--- src/rtl/sprite_actor.sv ---
// sprite_actor: tick-driven game sprite that applies one user command per tick,
// then streams its 16x16 bitmap from sprite memory into pixel writes.
module sprite_actor #(
  parameter int SPR_W = 16,
  parameter int SPR_H = 16,
  parameter int FRAMES = 2,
  parameter int STEP = 1,
  parameter int X_MIN = 0,
  parameter int X_MAX = 303,
  parameter int Y_MIN = 0,
  parameter int Y_MAX = 223,
  parameter int X_INIT = 1,
  parameter int Y_INIT = 96,
  parameter int ATK_TICKS = 4,
  parameter int ANIM_DIV = 4,
  parameter logic [5:0] TRANSP = 6'h3F,
  parameter int ADDR_W = 13
) (
  input  logic              clock,
  input  logic              reset,
  input  logic              init,
  input  logic              start,
  input  logic              c_attack,
  input  logic              c_up,
  input  logic              c_down,
  input  logic              c_left,
  input  logic              c_right,
  input  logic              blocked,
  output logic [ADDR_W-1:0] mem_addr,
  input  logic [5:0]        mem_q,
  output logic [8:0]        x_pos,
  output logic [7:0]        y_pos,
  output logic [1:0]        facing,
  output logic              attacking,
  output logic [8:0]        x_draw,
  output logic [7:0]        y_draw,
  output logic [5:0]        colour,
  output logic              VGA_write,
  output logic              busy,
  output logic              done
);
  localparam int NPIX = SPR_W * SPR_H;
  localparam int KW = $clog2(NPIX);
  localparam int FW = FRAMES > 1 ? $clog2(FRAMES) : 1;
  localparam int AW = $clog2(ANIM_DIV + 1);
  localparam int TW = $clog2(ATK_TICKS + 1);

  typedef enum logic [2:0] {IDLE, APPLY, DRAW, FLUSH, DONE} state_t;

  state_t state;
  logic [4:0] cmd;
  logic [KW-1:0] k;
  logic [FW-1:0] frame;
  logic [AW-1:0] anim_cnt;
  logic [TW-1:0] atk_cnt;
  logic pend, is_mv, anim_wrap;
  logic [1:0] dir;
  logic [8:0] x_dec, x_inc;
  logic [7:0] y_dec, y_inc;

  // cmd is {attack, up, down, left, right}; attack outranks any direction
  always_comb begin
    is_mv = !cmd[4] && |cmd[3:0];
    dir = cmd[3] ? 2'd2 : cmd[2] ? 2'd0 : cmd[1] ? 2'd1 : 2'd3;
    anim_wrap = int'(anim_cnt) == ANIM_DIV - 1;
    x_dec = int'(x_pos) - STEP < X_MIN ? 9'(X_MIN) : 9'(int'(x_pos) - STEP);
    x_inc = int'(x_pos) + STEP > X_MAX ? 9'(X_MAX) : 9'(int'(x_pos) + STEP);
    y_dec = int'(y_pos) - STEP < Y_MIN ? 8'(Y_MIN) : 8'(int'(y_pos) - STEP);
    y_inc = int'(y_pos) + STEP > Y_MAX ? 8'(Y_MAX) : 8'(int'(y_pos) + STEP);
  end

  assign busy = state != IDLE;
  assign colour = mem_q;
  assign VGA_write = pend && mem_q != TRANSP;
  assign mem_addr = state == DRAW ?
    ADDR_W'(((int'(facing) * 2 + int'(attacking)) * FRAMES + int'(frame)) * NPIX + int'(k)) : '0;

  always_ff @(posedge clock) begin
    if (reset || init) begin
      state <= IDLE;
      cmd <= '0;
      k <= '0;
      x_pos <= 9'(X_INIT);
      y_pos <= 8'(Y_INIT);
      facing <= '0;
      attacking <= 1'b0;
      frame <= '0;
      anim_cnt <= '0;
      atk_cnt <= '0;
      pend <= 1'b0;
      done <= 1'b0;
      x_draw <= '0;
      y_draw <= '0;
    end else begin
      done <= state == FLUSH;
      pend <= state == DRAW;
      if (state == DRAW) begin
        x_draw <= 9'(int'(x_pos) + int'(k) % SPR_W);
        y_draw <= 8'(int'(y_pos) + int'(k) / SPR_W);
      end
      case (state)
        IDLE: if (start) begin
          cmd <= {c_attack, c_up, c_down, c_left, c_right};
          state <= APPLY;
        end
        APPLY: begin
          state <= DRAW;
          k <= '0;
          if (attacking) begin
            atk_cnt <= atk_cnt - 1'b1;
            attacking <= atk_cnt != TW'(1);
          end
          if (cmd[4] && !attacking) begin
            atk_cnt <= TW'(ATK_TICKS);
            attacking <= 1'b1;
          end else if (is_mv && !attacking) begin
            facing <= dir;
            anim_cnt <= anim_wrap ? '0 : anim_cnt + 1'b1;
            frame <= anim_wrap ? FW'((int'(frame) + 1) % FRAMES) : frame;
            if (!blocked) begin
              x_pos <= dir == 2'd1 ? x_dec : dir == 2'd3 ? x_inc : x_pos;
              y_pos <= dir == 2'd2 ? y_dec : dir == 2'd0 ? y_inc : y_pos;
            end
          end else if (!cmd[4] && !is_mv) begin
            anim_cnt <= '0;
            frame <= '0;
          end
        end
        DRAW: begin
          k <= k + 1'b1;
          if (k == KW'(NPIX - 1)) state <= FLUSH;
        end
        FLUSH: state <= DONE;
        DONE: state <= IDLE;
        default: state <= IDLE;
      endcase
    end
  end
endmodule

--- config.mk ---
export PLATFORM = sky130hd
export DESIGN_NAME = sprite_actor
export DESIGN_NICKNAME = d
export VERILOG_FILES = /design/src/rtl/sprite_actor.sv
export SDC_FILE = /design/constraint.sdc
export NUM_CORES = 1
export LEC_CHECK = 0
export ABC_CLOCK_PERIOD_IN_PS = 2580
export BUFFER_PORTS_ARGS = -buffer_cell sky130_fd_sc_hd__buf_2
export CORE_MARGIN = 4
export CORE_UTILIZATION = 41
export DETAILED_ROUTE_END_ITERATION = 10
export MAX_ROUTING_LAYER = met4
export PLACE_DENSITY_LB_ADDON = 0.12
export SYNTH_ARGS = -nofsm -noshare
export SYNTH_HDL_FRONTEND = slang
export SYNTH_SLANG_ARGS = --single-unit
--- constraint.sdc ---
create_clock -name clock -period 2.58 [get_ports clock]
set_clock_uncertainty 0.05 [all_clocks]
set_input_delay 0.258 -clock clock [delete_from_list [all_inputs] [get_ports clock]]
set_output_delay 0.258 -clock clock [all_outputs]
set_load 0.03 [all_outputs]
==> qor.yml, run 1 <==
final_net_count: 594
place_ws_ps: 250.4
crit_path_start: "state[0]"
clock.fmax_mhz: 428.7
status: "complete, no violations"
clk_pin_slew_ps: 70
grt_max_degree: 41
grt_pass1_wl_um: 17470
post_cts.repair.setup_buffers: 0
cp.required_ps: 2800
worst_slew_pin_slew_ps: 828.6
drtIter0Drc: 152
worst_setup_path_end_kind: "register"
slew_headroom_pct: 44.33
grt_pass1_vias: 3586
cp.arrival_ps: 2550
wirelength_um: 10410
period_needed_ps: 2333
fin_hold_ws_ps: 95.57
die_area_um2: 10880
postSynthCellCount: 501
crit_path_end: "x_pos[4]"
grt-ovfl-total: 0
first_pass_iters: 6
clkLatencyLatePin_ps: 340
finalMaxSlewViolations: 0
clockBufferDepth: 2
place.gp.congestion: 0.8816
synth_edf_count: 0
cts_made_buffers: 9
cpMaxStageDelayCell: "or4_4"
die_h_um: 104.3
stdcell_count: 673
worstReg2RegStart: "state[0]"
async_flop_share_pct: 0
numPortBuffers: 73
layout_setup_ws_ps: 247.4
diodes: 0
netlist_area_um2: 3802
cts_hold_buf: 0
hold_viol: 0
routedWlPerCell_um: 15.47
dp.cells: 657
critical_path.max_stage_delay_ps: 510
boundaryPins: 75
root_buffer: "clkbuf_8"
initial_core_util_pct: 42.77
cap_viol_max_count: 0
fin_crit_sh_pct: 90.41
syn_to_final_growth_pct: 17.41
clock_sinks: 62
r2r-end: "x_pos[4]"
tritoncts: "built"
avgViaCountPerCell: 5.673
dpl.hpwl_um: 7469
fin_setup_tns_ps: 0
cp-start-kind: "register"
ys_types: 58
rows: 34
track_usage_pct: 19.90
ys_top_cells_by_area: "dfxtp_1 33%, a21oi_1 6.6%, nor2_1 6.1%"
fp.coreArea_um2: 8891
reg2regPathDepth: 6
ys_seq_area_share_pct: 32.64
worstPathMaxFanout: 10
critPathKind: "register to register"
synth_nets: 535
rsz0062_at_grt: "no"
setup_viol: 0
die_w_um: 104.3
antenna_left: 0
layout_commonest_cell: "buf_2"
synth_warnings: 0
htreeDepth: 3
r2r_slack_ps: 250
vias: 3818
drive_above_1_share_pct: 20.53
ir_worst_vdd_v: 0.0002148
leakagePower_nw: 1.866
final_cell_mix: "73 x buf_2, 62 x nor2_1, 62 x dfxtp_1"
yosysTopAreaCellShare_pct: 32.64
post_cts_resized: 0
hold_class: "primary input to register"
power_density_nw_per_um2: 458.0
syn_area_per_cell_um2: 7.590
final_util_pct: 50.21
route.detailed.drc: 0
synth_ff_type: "dfxtp_1"
antenna_found_initial: 0
synth_top_cell_by_area: "dfxtp_1"
crit_chain: "nor3b_4, nand3_4, or4_4, or3_1, a211o_1, a31oi_1"
ys_seq_elements: 62
power by group:
| group | switching (W) | internal, W |
|---|---|---|
| logic | 0.0000882 | 0.0000430 |
| registers | 0.00000718 | 0.000963 |
| clock network | 0.000401 | 0.000543 |
| total | 0.000496 | 0.00155 |
cell usage after synthesis (4+ instances only):
cell type / n
nand3_1: 10
inv_1: 19
a21oi_1: 50
o22ai_1: 4
o211ai_1: 4
dfxtp_1: 62
or4_1: 4
clkbuf_1: 30
nor3_1: 11
nand4_1: 5
nand2b_1: 4
a31oi_1: 9
o21ai_0: 36
xnor2_1: 10
nand3b_1: 6
a211oi_1: 9
and3_1: 10
or3_1: 5
ha_1: 16
buf_4: 7
nand2_1: 45
mux2i_1: 7
nor2_1: 62
nor2b_1: 6
and2_1: 12
nor4_1: 7
worst min-delay path by stage:
stage / start / endpoint / slack (ps) / depth (start not counted)
finish: c_up / cmd[3] / 100 / 3
floorplan: c_up / cmd[3] / 350 / 2
global placement: x_draw[4] / x_draw[4] / 390 / 2
detailed placement: y_draw[2] / y_draw[2] / 390 / 2
CTS: c_up / cmd[3] / 80 / 3
global route: c_attack / cmd[4] / 100 / 3
layout make-up:
| class | count | area, um2 |
|---|---|---|
| Fill cell | 878 | 4427 |
| Timing Repair Buffer | 89 | 498.0 |
| Inverter | 19 | 71.32 |
| Clock inverter | 6 | 86.33 |
| Clock buffer | 10 | 127.6 |
| Sequential cell | 62 | 1241 |
| Tap cell | 108 | 135.1 |
| Multi-Input combinational cell | 379 | 2305 |
per-stage QoR:
| stage | instance area [um2] | total power (W) |
|---|---|---|
| 2_1_floorplan | 3802 | 0.001084 |
| 3_3_place_gp | 4250 | 0.001122 |
| 3_5_place_dp | 4250 | 0.001123 |
| 4_1_cts | 4464 | 0.002066 |
| 5_1_grt | 4464 | 0.002115 |
| 6_report | 4464 | 0.002044 |
flip-flops by register name, summed over array words and instances, names as in the netlist:
name / flops
facing: 2
state: 3
k: 8
cmd: 5
anim_cnt: 3
y_draw: 8
attacking: 1
atk_cnt: 3
x_pos: 9
frame: 1
done: 1
x_draw: 9
pend: 1
y_pos: 8
cells by family (layout without fill, tap and decap cells):
| group | Yosys count | count (layout) | share of synthesized area [%] |
|---|---|---|---|
| muxes | 8 | 8 | 2.139 |
| other | 1 | 1 | 0.09862 |
| xor gates and xnor gates | 13 | 13 | 2.994 |
| buffers and inverters | 60 | 124 | 6.877 |
| adders and majority gates | 18 | 18 | 6.318 |
| and+or+nand+nor | 202 | 202 | 27.28 |
| DFF | 62 | 62 | 32.64 |
| AOI/OAI and AO/OA | 137 | 137 | 21.65 |
routing by layer:
layer / vias up / GRT usage [%] / part of all wire, % / routed length (um)
li1: 1893 / - / - / -
met1: 1788 / 25.06 / 46 / 4819
met2: 127 / 31.55 / 47 / 4937
met3: 10 / 4.469 / 5.3 / 547
met4: 0 / 6.648 / 1.0 / 105
met5: - / - / 0 / 0
critical path: cells and delay by family (launching register included):
kind	cells	cell delay (ps)
AO/OA/AOI/OAI	2	450
flip-flops	1	450
AND/OR/NAND/NOR	4	1310
(Power assumes the default switching activity.)
==> run 2, diff against run 1 <==
- ABC_CLOCK_PERIOD_IN_PS: 2580 -> 2560
- clock period: 2.58 -> 2.56 ns (I/O delays scaled with it)
==> run 2 against run 1 <==
Count of clock-buffer cells in the layout down 1. Sequential share of layout area rose by 0.16 points. Global-route usage is 0.35 points lower. Sequential power is 0.7% higher. Maximum frequency up 3.0%. Sequential cell count unchanged. Critical endpoint is now y_draw[6].
==> qor.yml, run 2 (same netlist as run 1, synthesis figures left out) <==
drive_above_1_share_pct: 20.99  # was 20.53%
post_cts.repair.setup_buffers: 0  # unchanged
clkLatencyLatePin_ps: 350  # was 340 ps
antenna_found_initial: 0  # unchanged
htreeDepth: 3  # unchanged
period_needed_ps: 2264  # was 2333 ps
reg2regPathDepth: 9  # was 6
numPortBuffers: 73  # unchanged
grt.met1_usage_pct: 24.91  # was 25.06%
clock_sinks: 62  # unchanged
critPathKind: "register to register"  # unchanged
avgViaCountPerCell: 5.640  # was 5.673
fin_setup_tns_ps: 0  # unchanged
dpl.hpwl_um: 7418  # was 7469 um
clock.fmax_mhz: 441.7  # was 428.7 MHz
worst_setup_path_end_kind: "register"  # unchanged
holdPathEnd: "cmd[3]"  # unchanged
grt_pass1_wl_um: 17080  # was 17,470 um
hold_class: "primary input to register"  # unchanged
clk_pin_slew_ps: 80  # was 70 ps
final_net_count: 596  # was 594
first_pass_iters: 4  # was 6
routedWlPerCell_um: 15.27  # was 15.47 um
r2r-end: "y_draw[6]"  # was x_pos[4]
place.gp.congestion: 0.8939  # was 0.8816
final_cell_mix: "73 x buf_2, 62 x nor2_1, 62 x dfxtp_1"  # unchanged
place_ws_ps: 286.7  # was 250.4 ps
diodes: 0  # unchanged
worstReg2RegStart: "y_pos[0]"  # was state[0]
grtUsageMet2_pct: 30.26  # was 31.55%
vias: 3807  # was 3,818
boundaryPins: 75  # unchanged
grt_max_degree: 41  # unchanged
rows: 34  # unchanged
hold_path_depth: 3  # unchanged
cp.required_ps: 2770  # was 2800 ps
fin_crit_sh_pct: 88.43  # was 90.41%
die_w_um: 104.3  # unchanged
status: "complete, no violations"  # unchanged
hold_viol: 0  # unchanged
root_buffer: "clkbuf_8"  # unchanged
cts_made_buffers: 9  # unchanged
track_usage_pct: 19.55  # was 19.90%
initial_core_util_pct: 42.77  # unchanged
wirelength_um: 10310  # was 10,410 um
min_from: "c_up"  # unchanged
antenna_left: 0  # unchanged
power_density_nw_per_um2: 423.3  # was 458.0 nW/um2
fp.coreArea_um2: 8891  # unchanged
rsz0062_at_grt: "no"  # unchanged
cts_hold_buf: 0  # unchanged
clockBufferDepth: 2  # unchanged
ir_worst_vdd_v: 0.0001996  # was 0.0002148 V
syn_to_final_growth_pct: 16.75  # was 17.41%
use_met3_pct: 5.400  # was 4.469%
layout_setup_ws_ps: 296.3  # was 247.4 ps
grt.busiest_layer: "met2"  # unchanged
nFillCells: 889  # was 878
die_h_um: 104.3  # unchanged
grt_pass1_vias: 3453  # was 3,586
tritoncts: "built"  # unchanged
drtIter0Drc: 202  # was 152
top_regs: "x_draw: 9 flops, x_pos: 9 flops"  # unchanged
cp-start-kind: "register"  # unchanged
leakagePower_nw: 1.851  # was 1.866 nW
post_cts_resized: 0  # unchanged
worst_slew_pin_slew_ps: 756.9  # was 828.6 ps
route.detailed.drc: 0  # unchanged
setup_viol: 0  # unchanged
slew_headroom_pct: 49.15  # was 44.33%
r2r_slack_ps: 300  # was 250 ps
grt-ovfl-total: 0  # unchanged
cp.arrival_ps: 2470  # was 2550 ps
finalMaxSlewViolations: 0  # unchanged
worstPathMaxFanout: 14  # was 10
layout_commonest_cell: "buf_2"  # unchanged
die_area_um2: 10880  # unchanged
cap_viol_max_count: 0  # unchanged
==> run 2: cell count changes in the layout (fill, tap and decap cells not counted), sizes merged <==
cell	change
buf	+2
bufinv	-2
clkinvlp	+2
clkbuf	-1
inv	+1
==> run 2: how the worst max path moves through the flow <==
stage          startpoint        end  slack [ps]  depth (start not counted)
2_1_floorplan   attacking   x_pos[4]         190                          8
3_3_place_gp     y_pos[0]  y_draw[6]         350                          9
3_5_place_dp     y_pos[0]  y_draw[6]         290                          9
4_1_cts          y_pos[0]  y_draw[6]         260                          9
5_1_grt          y_pos[0]  y_draw[6]         110                          9
6_report         y_pos[0]  y_draw[6]         300                          9
==> run 2: power by group <==
part | internal [W] | switching (W) | total, W
registers | 0.000970 | 0.00000748 | 0.000977
clock network | 0.000351 | 0.000418 | 0.000770
logic | 0.0000436 | 0.0000886 | 0.000132
==> run 2: through the flow <==
step | instances | hold slack, ps | utilization, % | power (W) | area (um2)
after floorplan | 501 | 344.8 | - | 0.001092 | 3802
after global placement | 659 | 387.1 | 47.97 | 0.001131 | 4265
after detailed placement | 659 | 392.5 | 47.97 | 0.001132 | 4265
after CTS | 675 | 66.05 | 49.93 | 0.001907 | 4439
after global routing | 675 | 72.25 | 49.93 | 0.001966 | 4439
final | 675 | 89.53 | 49.93 | 0.001879 | 4439
==> run 2: final cells by class <==
cell class | instances | area (um2) | area share (%)
inverter | 19 | 71.32 | 1.607
clock inverter | 7 | 50.05 | 1.127
sequential | 62 | 1241 | 27.96
tap | 108 | 135.1 | 3.044
clock buffer | 9 | 123.9 | 2.790
multi-input combinational | 379 | 2305 | 51.92
timing repair buffer | 91 | 513.0 | 11.56
==> run 2: routing by layer <==
metal / vias to the layer above / wire, um
li1: 1909 / -
met1: 1756 / 4738
met2: 128 / 4756
met3: 14 / 632
met4: 0 / 180
met5: - / 0
==> run 2: critical path, stage by stage, from the launching register on <==
cell and delay (ps):
dfxtp_1 640, ha_1 260, inv_1 50, fa_1 400, nor2b_1 120, o21ai_0 80, nand2b_1 110, and3_1 170
xnor2_1 60, a211oi_1 230
==> run 3, diff against run 2 <==
- CELL_PAD_IN_SITES_DETAIL_PLACEMENT: default -> 0
- CELL_PAD_IN_SITES_GLOBAL_PLACEMENT: default -> 2
- CORE_UTILIZATION: 41 -> 31
==> run 3 against run 2 <==
Final area rose by 3.1%. Routed wire length rose by 12%. Sequential power barely moved. First-iteration DRC count increased by 5.4%.
==> qor.yml, run 3 (same netlist as run 1, synthesis figures left out) <==
crit_chain: "nor3b_4, nand3_4, or4_4, or3_1, a211o_1, a31oi_1"  # was ha_1, inv_1, fa_1, nor2b_1, o21ai_0, nand2b_1, and3_1, xnor2_1, a211oi_1
cts_hold_buf: 0  # unchanged
grt_pass1_vias: 3703  # was 3,453
final_net_count: 596  # unchanged
root_buffer: "clkbuf_16"  # was clkbuf_8
placed_area_um2: 4302  # was 4265 um2
worst-path-stages: 6  # was 9
hold_viol: 0  # unchanged
drtIter0Drc: 213  # was 202
syn_to_final_growth_pct: 20.37  # was 16.75%
antenna_found_initial: 0  # unchanged
tritoncts: "built"  # unchanged
rows: 40  # was 34
boundaryPins: 75  # unchanged
setup_viol: 0  # unchanged
combinationalPowerShare_pct: 6.0  # was 7.0%
grt-ovfl-total: 0  # unchanged
antenna_left: 0  # unchanged
final_area_um2: 4577  # was 4439 um2
period_needed_ps: 2396  # was 2264 ps
power_density_nw_per_um2: 492.9  # was 423.3 nW/um2
first_pass_iters: 5  # was 4
fp.coreArea_um2: 12010  # was 8891 um2
ir_worst_vdd_v: 0.0003459  # was 0.0001996 V
status: "complete, no violations"  # unchanged
die_w_um: 118.8  # was 104.3 um
track_usage_pct: 17.27  # was 19.55%
slew_headroom_pct: 42.38  # was 49.15%
dpl.hpwl_um: 8504  # was 7418 um
grt_max_degree: 39  # was 41
clkPwrFrac_pct: 50.5  # was 41.0%
wirelength_um: 11590  # was 10,310 um
fin_crit_sh_pct: 93.58  # was 88.43%
place.gp.congestion: 0.8267  # was 0.8939
routedWlPerCell_um: 16.27  # was 15.27 um
cp.required_ps: 2770  # about the same
numPortBuffers: 73  # unchanged
r2r_slack_ps: 160  # was 300 ps
clock_sinks: 62  # unchanged
layout_commonest_cell: "buf_2"  # unchanged
clkLatencyLatePin_ps: 340  # was 350 ps
clockBufferDepth: 2  # unchanged
worst_slew_pin_slew_ps: 857.7  # was 756.9 ps
r2r-end: "x_pos[4]"  # was y_draw[6]
dp.cells: 698  # was 659
post_cts.repair.setup_buffers: 0  # unchanged
hold_class: "primary input to register"  # unchanged
initial_core_util_pct: 31.66  # was 42.77%
vias: 3781  # was 3,807
worstPathMaxFanout: 10  # was 14
final_cell_mix: "73 x buf_2, 62 x nor2_1, 62 x dfxtp_1"  # unchanged
post_cts_resized: 0  # unchanged
critical_path.max_stage_delay_ps: 530  # was 640 ps
leakagePower_nw: 1.899  # was 1.851 nW
avgViaCountPerCell: 5.310  # was 5.640
cp_top_family: "simple AND/OR/NAND/NOR gates"  # was adder cells
diodes: 0  # unchanged
critPathKind: "register to register"  # unchanged
grt_pass1_wl_um: 19040  # was 17,080 um
die_h_um: 118.8  # was 104.3 um
htreeDepth: 3  # unchanged
top_regs: "x_draw: 9 flops, x_pos: 9 flops"  # unchanged
reg2regPathDepth: 6  # was 9
path_buf_inv: 0  # was 1
cp-start-kind: "register"  # unchanged
clock.fmax_mhz: 417.4  # was 441.7 MHz
nFillCells: 1296  # was 889
fin_setup_tns_ps: 0  # unchanged
clk_pin_slew_ps: 50  # was 80 ps
pwr-share-seq_pct: 43.4  # was 52.0%
die_area_um2: 14100  # was 10,880 um2
route.detailed.drc: 0  # unchanged
cts_made_buffers: 9  # unchanged
worst_setup_path_end_kind: "register"  # unchanged
min_from: "c_up"  # unchanged
hold_path_depth: 3  # unchanged
rsz0062_at_grt: "no"  # unchanged
worstReg2RegStart: "state[0]"  # was y_pos[0]
switching_power_w: 0.0005185  # was 0.0005142 W
p_sw_share_pct: 22.99  # was 27.36%
drive_above_1_share_pct: 20.53  # was 20.99%
intPower_w: 0.001737  # was 0.001365 W
cp.arrival_ps: 2610  # was 2470 ps
holdPathEnd: "cmd[3]"  # unchanged
finalMaxSlewViolations: 0  # unchanged
cpMaxStageDelayCell: "or4_4"  # was dfxtp_1
cap_viol_max_count: 0  # unchanged
stdcell_count: 712  # was 675
run 3: changes by cell type in the layout (fill, tap and decap cells not counted), sizes merged:
cell,delta
inv,-1
clkinv,-2
clkbuf,+4
clkinvlp,-3
run 3: how the worst max path moves through the flow:
stage / start / to / slack (ps)
2_1_floorplan: attacking / x_pos[4] / 190
3_3_place_gp: state[0] / x_pos[4] / 270
5_1_grt: state[0] / x_pos[4] / 20
6_report: state[0] / x_pos[4] / 160
4_1_cts: state[0] / x_pos[4] / 170
3_5_place_dp: state[0] / x_pos[4] / 190
run 3: worst reg2reg max path: stages, from the launching register on:
cell and delay, ps:
dfxtp_1 450, nor3b_4 300, nand3_4 150, or4_4 530, or3_1 390, a211o_1 300, a31oi_1 150
run 3: through the flow:
step           hold WS (ps)  setup slack (ps)  total power [W]  util [%]
2_1_floorplan         344.8             188.5         0.001092         -
3_3_place_gp          391.6             269.5         0.001137     35.81
3_5_place_dp          393.0             190.2         0.001137     35.81
4_1_cts               92.07             167.1         0.002297     38.10
5_1_grt               125.7             23.50         0.002347     38.10
6_report              104.9             164.4         0.002256     38.10
run 3: routing by layer:
layer | global-route usage, % | up-vias | wire length (um) | part of all wire [%]
met4 | 6.155 | 0 | 261 | 2.3
met3 | 4.689 | 17 | 561 | 4.8
met2 | 27.18 | 99 | 5426 | 47
met5 | - | - | 0 | 0
li1 | - | 1900 | - | -
met1 | 21.30 | 1765 | 5337 | 46
run 3: power by group through the flow:
stage	Combinational, W	Clock, W	Sequential [W]
after floorplan	0.0000917	0	0.00100
after global placement	0.000138	0	0.000998
after detailed placement	0.000138	0	0.000999
after CTS	0.000138	0.00118	0.000979
after global routing	0.000151	0.00122	0.000979
final	0.000136	0.00114	0.000979
run 3: cell type report:
type / instances / area, um2 / share of cell area, %
inverters: 19 / 71.32 / 1.558
flip-flops and latches: 62 / 1241 / 27.12
clock inverters: 1 / 5.005 / 0.1093
repair buffers: 91 / 500.5 / 10.93
multi-input cells: 379 / 2305 / 50.36
clock buffers: 13 / 270.3 / 5.905
well taps: 147 / 183.9 / 4.019
